## config.mk

```make
export PLATFORM = sky130hd
export DESIGN_NAME = dsp_fft_frame_feeder
export DESIGN_NICKNAME = d
export VERILOG_FILES = /design/src/rtl/dsp_fft_frame_feeder.sv
export SDC_FILE = /design/constraint.sdc
export NUM_CORES = 1
export LEC_CHECK = 0
export ABC_AREA = 1
export CORE_AREA = 8 8 239 241
export CTS_CLUSTER_SIZE = 14
export DETAILED_ROUTE_END_ITERATION = 8
export DIE_AREA = 0 0 247 249
export SLEW_MARGIN = 40
export SYNTH_ARGS = -nofsm -noshare
export SYNTH_HDL_FRONTEND = slang
export SYNTH_SLANG_ARGS = --single-unit
export TNS_END_PERCENT = 100
```

## constraint.sdc

```tcl
create_clock -name clk -period 3 [get_ports clk]
set_input_delay 0.6 -clock clk [delete_from_list [all_inputs] [get_ports clk]]
set_output_delay 0.6 -clock clk [all_outputs]
set_load 0.02 [all_outputs]
```

## src/rtl/dsp_fft_frame_feeder.sv

```systemverilog
// Frame feeder for the iterative FFT core: gathers a sample stream into FFT_N-sample
// frames in a ping-pong buffer and bursts each completed frame to the core.
`timescale 1ns/1ps
module dsp_fft_frame_feeder #(
  parameter int unsigned DATA_W = 16,
  parameter int unsigned FFT_N  = 8,
  parameter int unsigned LOG2N  = 3
) (
  input  logic                  clk,
  input  logic                  rst_n,
  input  logic [2*DATA_W-1:0]   s_data,
  input  logic                  s_vld,
  input  logic                  s_last,
  output logic                  s_rdy,
  output logic [2*DATA_W-1:0]   fft_din,
  output logic                  fft_din_vld,
  input  logic                  fft_din_busy,
  output logic [15:0]           frame_cnt
);

  localparam int unsigned SAMPLE_W = 2 * DATA_W;
  localparam int unsigned CNT_W    = 16;
  localparam logic [LOG2N-1:0] LAST_PTR = LOG2N'(FFT_N - 1);

  typedef enum logic [1:0] {ST_IDLE, ST_ARM, ST_BURST} state_e;

  state_e                state_q, state_d;
  logic [LOG2N-1:0]      wr_ptr_q, wr_ptr_d;
  logic                  wr_sel_q, wr_sel_d;
  logic                  pad_q, pad_d;
  logic [1:0]            full_q, full_d;
  logic                  s_rdy_q, s_rdy_d;
  logic                  rd_sel_q, rd_sel_d;
  logic [LOG2N-1:0]      rd_addr_q, rd_addr_d;
  logic [SAMPLE_W-1:0]   fft_din_q, fft_din_d;
  logic                  fft_din_vld_q, fft_din_vld_d;
  logic [CNT_W-1:0]      frame_cnt_q, frame_cnt_d;

  logic [SAMPLE_W-1:0]   mem_q [0:1][0:FFT_N-1];
  logic                  wr_en;
  logic [SAMPLE_W-1:0]   wr_data;
  logic [SAMPLE_W-1:0]   rd_word;
  logic                  set_full;
  logic                  clr_full;
  logic                  accept;

  assign accept = s_vld & s_rdy_q;

  // Write side: accept samples, or zero-fill the tail of a frame closed early by s_last
  always_comb begin
    wr_en    = 1'b0;
    wr_data  = '0;
    wr_ptr_d = wr_ptr_q;
    wr_sel_d = wr_sel_q;
    pad_d    = pad_q;
    set_full = 1'b0;
    if (pad_q || accept) begin
      wr_en   = 1'b1;
      wr_data = pad_q ? '0 : s_data;
      if (wr_ptr_q == LAST_PTR) begin
        set_full = 1'b1;
        wr_ptr_d = '0;
        wr_sel_d = ~wr_sel_q;
        pad_d    = 1'b0;
      end else begin
        wr_ptr_d = wr_ptr_q + LOG2N'(1);
        if (!pad_q && s_last) begin
          pad_d = 1'b1;
        end
      end
    end
  end

  always_comb begin
    rd_word = mem_q[rd_sel_q][rd_addr_q];
  end

  // Read FSM: wait for a full bank and an idle core, then stream FFT_N beats unbroken
  always_comb begin
    state_d       = state_q;
    rd_sel_d      = rd_sel_q;
    rd_addr_d     = rd_addr_q;
    fft_din_d     = fft_din_q;
    fft_din_vld_d = 1'b0;
    frame_cnt_d   = frame_cnt_q;
    clr_full      = 1'b0;
    case (state_q)
      ST_IDLE: begin
        if (full_q[rd_sel_q] && !fft_din_busy) begin
          state_d   = ST_ARM;
          rd_addr_d = '0;
        end
      end
      ST_ARM: begin
        state_d       = ST_BURST;
        fft_din_d     = rd_word;
        fft_din_vld_d = 1'b1;
        rd_addr_d     = rd_addr_q + LOG2N'(1);
      end
      ST_BURST: begin
        // rd_addr wraps to 0 exactly while the final beat is on the output
        if (rd_addr_q == '0) begin
          state_d     = ST_IDLE;
          clr_full    = 1'b1;
          rd_sel_d    = ~rd_sel_q;
          frame_cnt_d = frame_cnt_q + CNT_W'(1);
        end else begin
          fft_din_d     = rd_word;
          fft_din_vld_d = 1'b1;
          rd_addr_d     = rd_addr_q + LOG2N'(1);
        end
      end
      default: begin
        state_d = ST_IDLE;
      end
    endcase
  end

  // Bank flags; set and clear always hit different banks, so both apply together
  always_comb begin
    full_d = full_q;
    if (clr_full) begin
      full_d[rd_sel_q] = 1'b0;
    end
    if (set_full) begin
      full_d[wr_sel_q] = 1'b1;
    end
    s_rdy_d = ~full_d[wr_sel_d] & ~pad_d;
  end

  always_ff @(posedge clk or negedge rst_n) begin
    if (!rst_n) begin
      state_q       <= ST_IDLE;
      wr_ptr_q      <= '0;
      wr_sel_q      <= 1'b0;
      pad_q         <= 1'b0;
      full_q        <= '0;
      s_rdy_q       <= 1'b0;
      rd_sel_q      <= 1'b0;
      rd_addr_q     <= '0;
      fft_din_q     <= '0;
      fft_din_vld_q <= 1'b0;
      frame_cnt_q   <= '0;
    end else begin
      state_q       <= state_d;
      wr_ptr_q      <= wr_ptr_d;
      wr_sel_q      <= wr_sel_d;
      pad_q         <= pad_d;
      full_q        <= full_d;
      s_rdy_q       <= s_rdy_d;
      rd_sel_q      <= rd_sel_d;
      rd_addr_q     <= rd_addr_d;
      fft_din_q     <= fft_din_d;
      fft_din_vld_q <= fft_din_vld_d;
      frame_cnt_q   <= frame_cnt_d;
    end
  end

  // Sample storage carries no reset; the full flags alone decide what is valid
  always_ff @(posedge clk) begin
    if (wr_en) begin
      mem_q[wr_sel_q][wr_ptr_q] <= wr_data;
    end
  end

  assign s_rdy       = s_rdy_q;
  assign fft_din     = fft_din_q;
  assign fft_din_vld = fft_din_vld_q;
  assign frame_cnt   = frame_cnt_q;

endmodule

```

# ---- Word-level counts from Yosys, hierarchy flattened
# Memory sizes are Yosys's and may differ from the RTL's.
# Cells that the tools add are included.
dict set report op_classes {
  add_sub_neg 3
  order_cmp 8
  eq_ne 6
  muxes 40
  bitwise_logic 11
  reduce_logical 16
}
# op count
set op_table {}
lappend op_table {{two-way mux 256 bit} 1}
lappend op_table {{two-way mux 32 bit} 6}
lappend op_table {{binary-select mux 32 bit (select 3 bit)} 1}
lappend op_table {{demux 32 bit (select 3 bit)} 1}
lappend op_table {{one-hot mux 32 bit (2 select lines)} 1}
lappend op_table {{two-way mux 1 bit} 18}
lappend op_table {{adder 16 x 1 -> 16 bit, second input constant} 1}
lappend op_table {{two-way mux 3 bit} 3}
lappend op_table {{one-hot mux 3 bit (3 select lines)} 1}
lappend op_table {{>= comparator 4 bit, second input constant} 2}
lappend op_table {{two-way mux 2 bit} 4}
lappend op_table {{inverter 3 -> 4 bit} 2}
lappend op_table {{adder 3 x 1 -> 3 bit, second input constant} 2}
lappend op_table {{< comparator 1 x 2 -> 1 bit, second input constant} 3}
lappend op_table {{!= test 2 bit, second input constant} 3}
lappend op_table {{one-hot mux 2 bit (3 select lines)} 1}
lappend op_table {{AND reduction 2 bit} 3}
lappend op_table {{logical AND 1 bit} 5}
lappend op_table {{< comparator 4 x 1 -> 1 bit, second input constant} 1}
lappend op_table {{inverter 1 bit} 4}
lappend op_table {{equality test 3 bit, second input constant} 1}
lappend op_table {{logical NOT 3 bit} 1}
lappend op_table {{AND reduction 3 bit} 1}
lappend op_table {{nonzero test 3 bit} 1}
lappend op_table {{other kinds (13)} 17}
dict set report word_totals {
  reg_bits 63
  ramBits 512
  input_bits 37
  output_inout_bits 50
  word_cells 96
  n_memories 1
}
# name depth word_bits read_ports rd_clocked_by_memory_dff wr line
set mem_list {}
lappend mem_list {mem_q 2 256 1 0 1 39} ;# logic [SAMPLE_W-1:0] mem_q [0:1][0:FFT_N-1];

# ---- Logic depth before layout (Yosys ltp)
# Gate-level depths: netlist of run 1.
dict set report depth {
  depth_word 13
  depth_mapped 12
  mapped_depth_nobuf 9
}

# ---- Worst setup path before layout of run 1
# Ideal clock, no wire load.
dict set report synth_path {
  path_kind {input port to flip-flop}
  startpoint {in s_vld}
  endpoint {mem mem_q[0][0] (netlist bit), enable pin}
  setup_time_ps 421
  arrival_ps 2577
  required_ps 2579
  slack_ps 2
  stages 6
  n_path_buf 0
  cell_sequence {nand2_1 > nand2_2 > inv_1 > nor2_1 > nand2_1 > nor2_1}
}
dict set report synth_via {
  elab_chain_len 5
}
# element line
set synth_rtl {}
lappend synth_rtl {{from (decl)} 12} ;# input logic s_vld,
lappend synth_rtl {{bitwise AND 1 bit} 47} ;# assign accept = s_vld & s_rdy_q;
lappend synth_rtl {{logical OR 1 bit} 57} ;# if (pad_q || accept) begin
lappend synth_rtl {{two-way mux 1 bit} 57}
lappend synth_rtl {{two-way mux 1 bit} 161} ;# if (wr_en) begin
lappend synth_rtl {{two-way mux 256 bit (implied by the code)} 162} ;# mem_q[wr_sel_q][wr_ptr_q] <= wr_data;
lappend synth_rtl {{to (decl)} 39}
# Every way passes these cells.

# ---- Worst setup path after layout of run 1
dict set report layout_path {
  startpoint {reg frame_cnt_q[2], in the netlist frame_cnt[2]}
  endpoint {out frame_cnt[2]}
}
# element line
set layout_rtl {}
lappend layout_rtl {{from (decl)} 37} ;# logic [CNT_W-1:0] frame_cnt_q, frame_cnt_d;
lappend layout_rtl {{from (signal assigned)} 155} ;# frame_cnt_q <= frame_cnt_d;
lappend layout_rtl {{to (decl)} 18} ;# output logic [15:0] frame_cnt
# No word-level cell between the ends.

==> impl_metrics.yaml, run 1 <==
drt:
  drt_iter0_drc: 1277
  viasPerCell: 5.272
  drc: 0
  postRouteAntennaNets: 0
  num_vias: 15358
  wl_um: 58170
  wl_per_cell_um: 19.97
  drtPass1Iterations: 4
timing:
  fin_crit_ps: 2311
  final-setup-viol-count: 0
  slew_headroom_pct: 42.81
  tightest_slew_ps: 854.6
  tns_ps: 0
  finalHoldViolations: 0
  max_freq_mhz: 432.7
  rsz0062_at_grt: "false"
  setup_ws_ps: 689.0
  timing.final.crit_share_pct: 77.03
  slew_violations: 0
  skew_ps: 11.33
floorplanning:
  design.core.area_mm2: 0.05328
  initial_core_util_pct: 44.44
  dieArea_mm2: 0.06150
  io_pins: 87
  die_y_um: 249
  chipWidth_um: 247
  rows: 85
placed_design:
  io_buffers: 86
  dp_slack_ps: 366.6
  routabilityCongestion: 0.7622
  hpwlAfterDp_um: 31020
logic_synthesis:
  syn_inst: 2083
  syn_avg_cell_area_um2: 11.37
  synth-seq-area-share_pct: 71.59
  syn_area_mm2: 0.02368
  synthesis.nets: 2130
  ys_seq_elements: 575
  synth_cell_types: 31
  yosysWarningCount: 0
cts:
  cts_tree: "built"
  ctsHoldBuffers: 1
  cts_sinks: 575
  clockBufferDepth: 3
  cts_root_buffer: "clkbuf_16"
  clk_latency_ps: 610
  cts_max_level: 2
  post-cts-setup-buffers: 0
  ctsResizeCount: 0
  cts_buffers: 59
  clk_pin_slew_worst_paths_ps: 60
critical_path:
  critPathRequiredTime_ps: 2400
  worstSetupStartpointType: "register"
  reg2regPathDepth: 4
  endpoint_kind: "primary output"
  critPathBufInv: 1
  arrival_ps: 1710
  rr_endpoint: "mem_q[1][32]"
  ff2ff_setup_slack_ps: 770
  crit_family: "buffers and inverters"
  crit_path_max_incr_delay_ps: 650
  timing.rr.start: "wr_sel_q"
  crit_chain: "clkdlybuf4s50_1"
  criticalPathCategory: "reg2out"
  path_max_fanout: 6
  critPathSlowestCell: "clkdlybuf4s50_1"
global_route:
  grt_max_degree: 148
  antenna_found_initial: 1
  grt_first_pass_wirelength_um: 90150
  overflow: 0
  grtUsageTotal_pct: 18.83
  first_global_vias: 15350
power_and_ir_drop:
  switching_share_pct: 37.03
  powerDensity_mw_per_mm2: 980.5
  p_seq_share_pct: 38.6
  pwr-share-clk_pct: 26.8
  p_int_mw: 16.99
  p_comb_share_pct: 34.6
  total_leakage_power_nw: 10.51
  ir_drop_mv: 0.5884
  net-switching-power_mw: 9.989
layout:
  area_growth_pct: 16.19
  layout_common_cells: "844 x nand2_1, 512 x edfxtp_1, 396 x nand3_1, 85 x clkdlybuf4s50_1"
  fin_util_pct: 51.63
  final_common_cell: "nand2_1"
  fillCellCount: 4552
  nets: 2214
  drive_above_1_share_pct: 9.702
min_path:
  hp-class: "reg2reg"
  hold_path.startpoint: "fft_din[14]"
  holdPathStages: 2
  holdPathEnd: "fft_din[14]"
run_status:
  status: "complete, no violations"
run:
  cap_violations: 0
## final cells by class
class	count	area [µm²]	area share, %
tap	696	870.8	3.165
sequential	575	16960	61.65
timing repair buffer	143	1584	5.758
clock buffer	72	1555	5.653
inverter	30	125.1	0.4548
multi-input combinational	1358	6056	22.01
antenna	1	2.502	0.009096
clock inverter	38	356.6	1.296
## cell usage after synthesis
cell type    n  area share (%)
nand2_2      1           0.026
nor2_2       2           0.053
inv_1       24            0.38
xor2_1      10            0.37
a21boi_0     1           0.032
dfrtp_1     63             6.7
clkinv_1     2           0.032
nand3_2      2           0.085
nor2_1      62            0.98
xnor2_1      6            0.22
nand4_1      6            0.16
nand3_1    396             8.4
buf_4        9            0.29
buf_2       54             1.1
clkbuf_1    19            0.30
buf_1       11            0.17
buf_6       26             1.2
nor3_4       1           0.069
edfxtp_1   512              65
ha_1        10            0.53
nor2_4       1           0.048
clkinv_4     1           0.037
inv_2        2           0.032
nand3b_1     1           0.032
o21ai_0      5            0.11
nor3_1       4           0.085
nand2_1    846              13
o21ai_1      3           0.063
inv_6        1           0.037
o31ai_4      1           0.090
clkbuf_2     1           0.021
## state kept, by name, indices dropped and copies added (netlist names), 2 cells and up
register,cells
mem_q,512
state_q,2
frame_cnt,16
fft_din,32
rd_addr_q,3
full_q,2
wr_ptr_q,3
## metrics by stage
| step | power, mW | instance area (µm²) | hold slack, ps | instances |
|---|---|---|---|---|
| 2_1_floorplan | 16.84 | 23680 | 304.4 | 2083 |
| 5_1_grt | 28.61 | 27510 | 501.7 | 2912 |
| 3_5_place_dp | 19.98 | 25540 | 464.2 | 2801 |
| 3_3_place_gp | 19.83 | 25500 | 465.1 | 2801 |
| 4_1_cts | 27.24 | 27460 | 480.8 | 2912 |
| 6_report | 26.98 | 27510 | 479.1 | 2913 |
## worst max-delay path by stage
stage / cells after the start / slack, ps / start / to
global route: 1 / 620 / frame_cnt[2] / frame_cnt[2]
global placement: 4 / 330 / s_vld / mem_q[0][23]
finish: 1 / 690 / frame_cnt[2] / frame_cnt[2]
detailed placement: 5 / 370 / s_vld / mem_q[1][130]
floorplan: 6 / 2 / s_vld / mem_q[0][0]
CTS: 1 / 640 / frame_cnt[2] / frame_cnt[2]
## logic make-up after synthesis
| kind of cell | count (synthesis) | share of synthesized area [%] |
|---|---|---|
| buf+inv | 150 | 3.678 |
| compound gates | 10 | 0.2906 |
| xor+xnor | 16 | 0.5918 |
| fa+ha+maj | 10 | 0.5284 |
| flops | 575 | 71.59 |
| simple gates | 1322 | 23.32 |
## layer usage
metal | global-route usage, % | wire length, µm | vias to the layer above | part of all wire (%)
met5 | 0 | 0 | - | 0
met4 | 5.654 | 1422 | 0 | 2.4
met3 | 3.066 | 3325 | 95 | 5.7
met2 | 30.65 | 27680 | 403 | 48
met1 | 25.75 | 25740 | 7555 | 44
li1 | - | - | 7305 | -
## power by group through the flow
| stage | Clock, mW | Combinational [mW] | Sequential, mW |
|---|---|---|---|
| after global routing | 7.69 | 10.4 | 10.5 |
| after floorplan | 0 | 6.04 | 10.8 |
| after global placement | 0 | 9.27 | 10.6 |
| after CTS | 7.38 | 9.44 | 10.4 |
| after detailed placement | 0 | 9.40 | 10.6 |
| final | 7.23 | 9.34 | 10.4 |
Note: power is estimated with default switching activity, not from simulation.
==> run 2: changes to the inputs <==
- clock period: 3 -> 2.2 ns (I/O delays scaled with it)
==> impl_metrics.yaml, run 2 (synthesis results as in run 1) <==
run_status:
  status: "complete, no violations"
critical_path:
  ff2ff_setup_slack_ps: 180
  critPathSlowestCell: "clkdlybuf4s50_1"
  crit_family: "buffers and inverters"
  worstSetupStartpointType: "register"
  critPathBufInv: 1
  arrival_ps: 1660
  crit_chain: "clkdlybuf4s50_1"
  timing.rr.start: "pad_q"
  reg2regPathDepth: 8
  path_max_fanout: 4
  endpoint_kind: "primary output"
  rr_endpoint: "mem_q[1][209]"
  critPathRequiredTime_ps: 1760
  crit_path_max_incr_delay_ps: 640
  criticalPathCategory: "reg2out"
floorplanning:
  die_y_um: 249
  chipWidth_um: 247
  initial_core_util_pct: 44.44
  io_pins: 87
  rows: 85
  dieArea_mm2: 0.06150
  design.core.area_mm2: 0.05328
timing:
  skew_ps: 28.71
  slew_headroom_pct: 52.39
  final-setup-viol-count: 0
  timing.final.crit_share_pct: 95.46
  max_freq_mhz: 476.2
  tightest_slew_ps: 714.2
  setup_ws_ps: 99.87
  fin_crit_ps: 2100
  slew_violations: 0
  rsz0062_at_grt: "false"
  finalHoldViolations: 0
layout:
  area_growth_pct: 18.76
  n_antenna_cell: 0
  drive_above_1_share_pct: 10.36
  largest_reg_flops: 512
  layout_common_cells: "844 x nand2_1, 512 x edfxtp_1, 396 x nand3_1, 83 x clkdlybuf4s50_1, 66 x buf_4"
  fin_cells: 2964
  top_register: "mem_q"
  nets: 2265
  post-route-cell-area_mm2: 0.02812
  final_common_cell: "nand2_1"
power_and_ir_drop:
  ir_drop_mv: 1.141
  total_leakage_power_nw: 10.91
  power_mw: 37.52
  powerDensity_mw_per_mm2: 1334
placed_design:
  io_buffers: 86
  hpwlAfterDp_um: 34610
  dp_slack_ps: -106.7
  dpl.cell_count: 2852
  placed_cell_area_mm2: 0.02613
  routabilityCongestion: 0.7749
cts:
  cts_buffers: 59
  cts_root_buffer: "clkbuf_16"
  clockBufferDepth: 3
  clk_latency_ps: 630
  post-cts-setup-buffers: 0
  cts_tree: "built"
  cts_sinks: 575
  clk_pin_slew_worst_paths_ps: 60
  cts_max_level: 2
drt:
  drtPass1Iterations: 5
  postRouteAntennaNets: 0
  drt_iter0_drc: 1199
  wl_per_cell_um: 19.88
  wl_um: 58920
  num_vias: 15450
  viasPerCell: 5.213
  drc: 0
global_route:
  grt_first_pass_wirelength_um: 90090
  first_global_vias: 15050
  overflow: 0
  antenna_found_initial: 0
  grtUsageTotal_pct: 18.99
  grt_max_degree: 131
min_path:
  hp-class: "in2async"
run:
  cap_violations: 0
[run 2: cell types whose count changed in the layout (fill, tap and decap cells not counted), sizes merged, moves of 2 or more]
cell and delta:
clkinv +5, clkinvlp -3, clkdlybuf4s50 -2, buf +51
dlymetal6s2s +2
[run 2: what timing repair did]
| action | in CTS | in global routing |
|---|---|---|
| resized for setup | 0 | 2 |
| hold buffers | 1 | 0 |
| hold endpoints to repair | 44 | 0 |
| setup endpoints to repair | 0 | 2 |
[run 2: worst max-delay path by stage]
stage / startpoint / endpoint / depth (start not counted)
6_report: frame_cnt[0] / frame_cnt[0] / 1
3_3_place_gp: s_vld / mem_q[1][211] / 9
5_1_grt: frame_cnt[0] / frame_cnt[0] / 1
3_5_place_dp: s_vld / mem_q[1][211] / 9
2_1_floorplan: wr_sel_q / mem_q[1][100] / 3
4_1_cts: frame_cnt[9] / frame_cnt[9] / 1
[run 2: final cells by class]
class / instances / area, µm²
Inverter: 30 / 125.1
Fill cell: 4542 / 25160
Timing Repair Buffer: 194 / 2202
Multi-Input combinational cell: 1358 / 5983
Tap cell: 696 / 870.8
Sequential cell: 575 / 16960
Clock inverter: 40 / 406.6
Clock buffer: 71 / 1572
[run 2: through the flow]
stage / setup TNS (ps) / hold slack (ps) / utilization, %
3_3_place_gp: -18460 / 461.8 / 49.03
6_report: 0 / 365.9 / 52.78
2_1_floorplan: -159790 / 144.4 / -
3_5_place_dp: -16270 / 465.0 / 49.03
5_1_grt: 0 / 431.0 / 52.78
4_1_cts: 0 / 387.0 / 52.76
[run 2: power by group]
part	switching (mW)	leakage [nW]	total (mW)	internal (mW)
Sequential	0.518	5.53	14.2	13.7
Combinational	9.07	4.40	13.2	4.17
Clock	4.18	0.969	10.1	5.91
[run 2: per-layer routing]
metal / global-route usage (%) / vias to the layer above / wire [µm]
met2: 31.56 / 458 / 28610
met5: 0 / - / 0
met3: 2.809 / 89 / 3309
li1: - / 7418 / -
met1: 25.53 / 7485 / 25520
met4: 5.755 / 0 / 1487
